**src/rtl/dmem_arb_pkg.sv**
```systemverilog
// dmem_arb_pkg: shared defaults and FSM state encoding for the data-memory port arbiter
package dmem_arb_pkg;
   localparam int DEF_DBITS        = 16;
   localparam int DEF_ABITS        = 12;
   localparam int DEF_BURST_BITS   = 4;
   localparam int DEF_STARVE_LIMIT = 8;
   typedef enum logic {ST_IDLE, ST_BURST} state_t;
endpackage

```
**src/rtl/dmem_burst_ctr.sv**
```systemverilog
// dmem_burst_ctr: next-beat address and remaining-beat counter for loader bursts
module dmem_burst_ctr #(
   parameter int ABITS      = 12,
   parameter int BURST_BITS = 4
) (
   input  logic                  clk,
   input  logic                  rst,
   input  logic                  load,
   input  logic                  step,
   input  logic [ABITS-1:0]      base,
   input  logic [BURST_BITS-1:0] len,
   output logic [ABITS-1:0]      addr,
   output logic                  last
);
   logic [BURST_BITS-1:0] cnt;
   // beat 0 goes out directly from the request, so load primes the counter for beat 1
   always_ff @(posedge clk or posedge rst)
      if (rst) begin
         addr <= '0;
         cnt  <= '0;
      end else if (load) begin
         addr <= base + 1'b1;
         cnt  <= len - 1'b1;
      end else if (step) begin
         addr <= addr + 1'b1;
         cnt  <= cnt - 1'b1;
      end
   assign last = cnt == '0;
endmodule

```
**src/rtl/dmem_port_arbiter.sv**
```systemverilog
// dmem_port_arbiter: shares the MemArray data port between CPU single beats and loader bursts (optional starvation guard: DMEM_ARB_STARVE_GUARD_EN)
module dmem_port_arbiter
   import dmem_arb_pkg::*;
#(
   parameter int DBITS      = DEF_DBITS,
   parameter int ABITS      = DEF_ABITS,
   parameter int BURST_BITS = DEF_BURST_BITS
`ifdef DMEM_ARB_STARVE_GUARD_EN
   , parameter int STARVE_LIMIT = DEF_STARVE_LIMIT
`endif
) (
   input  logic                  CLK,
   input  logic                  RESET,
   input  logic                  CREQ,
   input  logic                  CWE,
   input  logic [ABITS-1:0]      CADDR,
   input  logic [DBITS-1:0]      CDIN,
   output logic                  CGNT,
   output logic                  CSTALL,
   output logic                  CRVALID,
   output logic [DBITS-1:0]      CDOUT,
   input  logic                  DREQ,
   input  logic                  DWE,
   input  logic [ABITS-1:0]      DADDR,
   input  logic [BURST_BITS-1:0] DLEN,
   input  logic [DBITS-1:0]      DDIN,
   output logic                  DGNT,
   output logic                  DRVALID,
   output logic [DBITS-1:0]      DDOUT,
   output logic                  DDONE,
   output logic [ABITS-1:0]      MADDR,
   output logic [DBITS-1:0]      MDIN,
   output logic                  MWE,
   input  logic [DBITS-1:0]      MDOUT
);
   state_t state, state_nx;
   logic idle, cgnt, dgnt, load, dir, force_d, last;
   logic crvalid_q, drvalid_q, done_q;
   logic [ABITS-1:0] burst_addr;

   assign idle = state == ST_IDLE;

`ifdef DMEM_ARB_STARVE_GUARD_EN
   localparam int SW = $clog2(STARVE_LIMIT + 1);
   logic [SW-1:0] starve;
   // count IDLE cycles the loader loses to the CPU; saturates at the limit
   always_ff @(posedge CLK or posedge RESET)
      if (RESET) starve <= '0;
      else if (dgnt) starve <= '0;
      else if (idle && DREQ && starve != SW'(STARVE_LIMIT)) starve <= starve + 1'b1;
   assign force_d = starve == SW'(STARVE_LIMIT);
`else
   assign force_d = 1'b0;
`endif

   dmem_burst_ctr #(.ABITS(ABITS), .BURST_BITS(BURST_BITS)) u_ctr (
      .clk(CLK), .rst(RESET), .load(load), .step(dgnt && !idle),
      .base(DADDR), .len(DLEN), .addr(burst_addr), .last(last)
   );

   // grant selection and port mux; bursts own the port until their last beat
   always_comb begin
      state_nx = state;
      cgnt     = 1'b0;
      dgnt     = 1'b0;
      load     = 1'b0;
      MADDR    = '0;
      MWE      = 1'b0;
      MDIN     = '0;
      if (!RESET) begin
         if (!idle) begin
            dgnt  = 1'b1;
            MADDR = burst_addr;
            MWE   = dir;
            MDIN  = dir ? DDIN : '0;
            if (last) state_nx = ST_IDLE;
         end else if (CREQ && !(force_d && DREQ)) begin
            cgnt  = 1'b1;
            MADDR = CADDR;
            MWE   = CWE;
            MDIN  = CWE ? CDIN : '0;
         end else if (DREQ) begin
            dgnt  = 1'b1;
            load  = 1'b1;
            MADDR = DADDR;
            MWE   = DWE;
            MDIN  = DWE ? DDIN : '0;
            if (DLEN != '0) state_nx = ST_BURST;
         end
      end
   end

   // state, burst direction and one-cycle-delayed read/done flags
   always_ff @(posedge CLK or posedge RESET)
      if (RESET) begin
         state     <= ST_IDLE;
         dir       <= 1'b0;
         crvalid_q <= 1'b0;
         drvalid_q <= 1'b0;
         done_q    <= 1'b0;
      end else begin
         state     <= state_nx;
         if (load) dir <= DWE;
         crvalid_q <= cgnt && !CWE;
         drvalid_q <= dgnt && !MWE;
         done_q    <= dgnt && (idle ? DLEN == '0 : last);
      end

   assign CGNT    = cgnt;
   assign DGNT    = dgnt;
   assign CSTALL  = !RESET && CREQ && !cgnt;
   assign CRVALID = crvalid_q;
   assign DRVALID = drvalid_q;
   assign DDONE   = done_q;
   assign CDOUT   = crvalid_q ? MDOUT : '0;
   assign DDOUT   = drvalid_q ? MDOUT : '0;
endmodule

```
**config.mk**
```make
export PLATFORM = sky130hd
export DESIGN_NAME = dmem_port_arbiter
export DESIGN_NICKNAME = d
export VERILOG_FILES = /design/src/rtl/dmem_arb_pkg.sv /design/src/rtl/dmem_burst_ctr.sv /design/src/rtl/dmem_port_arbiter.sv
export SDC_FILE = /design/constraint.sdc
export NUM_CORES = 1
export LEC_CHECK = 0
export ABC_CLOCK_PERIOD_IN_PS = 2700
export CELL_PAD_IN_SITES_DETAIL_PLACEMENT = 0
export CELL_PAD_IN_SITES_GLOBAL_PLACEMENT = 1
export CORE_MARGIN = 2
export CORE_UTILIZATION = 21
export CTS_CLUSTER_DIAMETER = 60
export DETAILED_ROUTE_END_ITERATION = 8
export PLACE_DENSITY_LB_ADDON = 0.1
export SYNTH_ARGS = -nofsm -noshare
export SYNTH_HDL_FRONTEND = slang
export SYNTH_SLANG_ARGS = --single-unit
```
**constraint.sdc**
```tcl
create_clock -name CLK -period 2.7 [get_ports CLK]
set_clock_uncertainty 0.05 [all_clocks]
set_input_delay 0.27 -clock CLK [delete_from_list [all_inputs] [get_ports CLK]]
set_output_delay 0.27 -clock CLK [all_outputs]
set_load 0.02 [all_outputs]
```
==> impl_metrics.py <==
metrics = {
    "run_status": {
        "status": "finished, final reports clean",
    },
    "global_route": {
        "gr-total-overflow": 0,
        "antenna_found_initial": 0,
        "grt_max_degree": 26,
        "track_usage_pct": 16.0,
        "grt_pass1_wl_mm": 14.6,
        "grt_pass1_vias": 2765,
    },
    "power_and_ir_drop": {
        "seq_power_share_pct": 27.6,
        "totalPowerFinal_mw": 2.32,
        "peakVddDrop_v": 0.000319,
        "combPwrFrac_pct": 62.6,
        "swShare_pct": 45.2,
        "leakagePower_nw": 1.63,
        "p_int_mw": 1.27,
        "switchingPower_mw": 1.05,
        "power.density_nw_per_um2": 576,
        "clkPwrFrac_pct": 9.8,
    },
    "cells_and_area": {
        "fin_nets": 543,
        "diodes": 0,
        "syn_to_final_growth_pct": 84.1,
        "n_fill_cell": 1054,
        "layout-drive-gt1-share_pct": 8.95,
        "final_util_pct": 39.4,
    },
    "setup_path": {
        "critPathLaunch": "RESET",
        "cp.buffers_inverters": 4,
        "crit_path_max_incr_delay_ns": 0.63,
        "required_ns": 2.38,
        "reg2reg_slack_ns": 0.24,
        "cpLargestDelayFamily": "buffers and inverters",
        "crit_arrival_ns": 2.30,
        "start_kind": "input pin",
        "crit_path_frequent_cell": "clkdlybuf4s50_1",
        "path_cells": "clkdlybuf4s50_1, inv_1, and3_1, and2_2, buf_12, a22o_1, clkdlybuf4s50_1",
        "crit_type": "in -> out",
        "cp_max_fo": 11,
        "end_kind": "output port",
        "cp_slowest_cell": "clkdlybuf4s50_1",
        "r2r-start": "state",
    },
    "clock_network": {
        "cts_num_sinks": 21,
        "clock_path_buffers": 2,
        "clk_pin_slew_worst_paths_ns": 0.09,
        "cts_tree": "yes",
        "holdBufCountCts": 0,
        "clock_latency_ns": 0.27,
        "cts-root-buf": "clkbuf_8",
        "cts_max_level": 1,
        "numCtsBuffers": 3,
    },
    "yosys": {
        "synth_top_flop_cell": "dfrtp_1",
        "synthArstFlopShare_pct": 100,
        "syn_area_sq_um": 2190,
        "synth.avg_cell_area_sq_um": 7.16,
        "synth-seq-cells": 21,
        "synth_compound_area_share_pct": 26.8,
        "syn-num-nets": 390,
        "synth-xor-area-share_pct": 1.60,
        "synth_top_family_by_area": "simple AND/OR/NAND/NOR gates",
        "synth_seq_area_share_pct": 24.0,
        "synth_cell_types": 52,
        "synthCells": 306,
        "synth_warnings": 0,
        "synth_simple_gate_area_share_pct": 37.0,
        "synth-edff-count": 0,
        "synthAdderAreaFrac_pct": 1.14,
        "synthMuxAreaShare_pct": 2.34,
    },
    "route": {
        "wl_mm": 9.24,
        "avgRoutedWirePerCell_um": 15.6,
        "drc": 0,
        "dr.pass1.iters": 4,
        "drt_iter0_drc": 156,
        "drtAntennaViolNets": 0,
        "vias": 2884,
        "via_per_inst": 4.86,
    },
    "timing": {
        "hold_viol": 0,
        "final_max_slew_viol_count": 0,
        "finalCritPeriodShare_pct": 97.1,
        "tightest_slew_ns": 0.503,
        "slew_headroom_pct": 66.1,
        "worst_slack_ns": 0.0791,
        "setup_viol": 0,
        "clock.fmax_ghz": 0.382,
        "rsz0062_at_grt": "no",
        "period_needed_ns": 2.62,
    },
    "floorplanning": {
        "io_pins": 149,
        "num_rows": 37,
        "initial_utilization_pct": 21.4,
        "die_width_um": 106,
        "coreArea_sq_um": 10200,
        "die_h_um": 106,
        "dieArea_sq_um": 11300,
    },
    "hold_path": {
        "min-delay-start": "dir",
        "hold_path_class": "reg -> reg",
    },
    "placement": {
        "gp_congestion": 0.847,
        "portBuffers": 148,
        "dp_slack_ns": -0.140,
        "dp_hpwl_mm": 7.42,
    },
    "job": {
        "cap_violations": 0,
    },
}
## stage by stage
step	setup TNS, ns	cells	area [sq um]	hold slack [ns]
floorplan	0	306	2190	0.223
global placement	-0.0754	590	3950	0.411
detailed placement	-0.395	590	3950	0.415
CTS	0	594	4000	0.440
global route	0	594	4030	0.505
finish	0	594	4030	0.438
## per-layer routing
layer | GRT usage, % | vias up | share of wire, %
met3 | 2.27 | 15 | 5.1
li1 | - | 1408 | -
met4 | 3.85 | 0 | 1.8
met1 | 20.5 | 1363 | 42
met2 | 28.3 | 98 | 51
met5 | 0 | - | 0
## state kept, by name, indices dropped and copies added, names as in the netlist
| name | flops |
|---|---|
| DDONE | 1 |
| DRVALID | 1 |
| CRVALID | 1 |
| state | 1 |
| u_ctr.cnt | 4 |
| dir | 1 |
| u_ctr.addr | 12 |
## tightest hold or removal path: cells and delay by family, from the launching register on
family | cells | cell delay (ns)
flops | 1 | 0.36
simple gates | 2 | 0.10
## logic make-up (layout without fill, tap and decap cells)
family                     count (synthesis)  count (layout)
muxes                                      5               5
AOI/OAI and AO/OA                         84              84
DFF                                       21              21
buffers and inverters                     39             191
xor gates and xnor gates                   4               4
adders and majority gates                  2               2
and+or+nand+nor                          151             151
## worst paths after layout
check                           cells past startpoint             end
worst max-delay path                                7         MDIN[1]
worst min-delay path                                2             dir
worst max register to register                      9  u_ctr.addr[10]
worst min register to register                      2             dir
max in group asynchronous                           3           state
min in group asynchronous                           3    u_ctr.cnt[0]
## cells in the final DEF, fill, tap and decap left out, drive strengths merged, types with 4 or more instances in the layout
cell type	n
nand3b	9
dfrtp	21
a221oi	7
a211oi	4
nand4	9
inv	12
a21oi	23
o21ai	13
nor2	23
a22o	16
nand3	10
nor2b	4
clkdlybuf4s50	143
or4	4
nand2	38
buf	27
mux2i	4
and2	34
dlymetal6s2s	5
nor3	6
## synth_stat cells, types with 2 or more instances
library cell / instances / share of area (%)
nand2_1: 38 / 6.5
and2_1: 34 / 9.7
a21oi_1: 23 / 5.3
clkbuf_1: 23 / 3.9
nor2_1: 23 / 3.9
dfrtp_1: 21 / 24
a22o_1: 16 / 6.4
inv_1: 12 / 2.1
o21ai_0: 12 / 2.7
nand3_1: 10 / 2.3
nand3b_1: 9 / 3.1
nand4_1: 9 / 2.6
a221oi_1: 7 / 2.8
nor3_1: 6 / 1.4
mux2i_1: 4 / 1.8
nor2b_1: 4 / 1.1
a2111oi_0: 3 / 1.2
a211oi_1: 3 / 1.0
a31oi_1: 3 / 0.86
nor4_1: 3 / 0.86
or4_1: 3 / 1.0
xnor2_1: 3 / 1.2
a22oi_1: 2 / 0.69
and3_1: 2 / 0.57
and4_1: 2 / 0.80
buf_1: 2 / 0.34
ha_1: 2 / 1.1
o31a_1: 2 / 0.80
o31ai_1: 2 / 0.69
## layout make-up
| class | instances | area [sq um] | share of cell area (%) |
|---|---|---|---|
| clock buffer | 3 | 41.3 | 1.02 |
| clock inverter | 1 | 7.51 | 0.186 |
| inverter | 12 | 45.0 | 1.12 |
| multi-input combinational | 246 | 1530 | 37.9 |
| sequential | 21 | 527 | 13.1 |
| tap | 136 | 170 | 4.22 |
| timing repair buffer | 175 | 1710 | 42.5 |
## power by group through the flow
| stage | clock network (mW) | logic [mW] | registers, mW |
|---|---|---|---|
| global placement | 0 | 1.46 | 0.644 |
| detailed placement | 0 | 1.46 | 0.646 |
| global route | 0.253 | 1.60 | 0.668 |
| floorplan | 0 | 0.879 | 0.533 |
| finish | 0.228 | 1.46 | 0.641 |
| CTS | 0.238 | 1.47 | 0.639 |
## timing repair
action / CTS / global route
gates resized for setup: 0 / 10
setup buffers: 0 / 0
setup endpoints to repair: 0 / 16
Power figures use the tool's default switching activity.
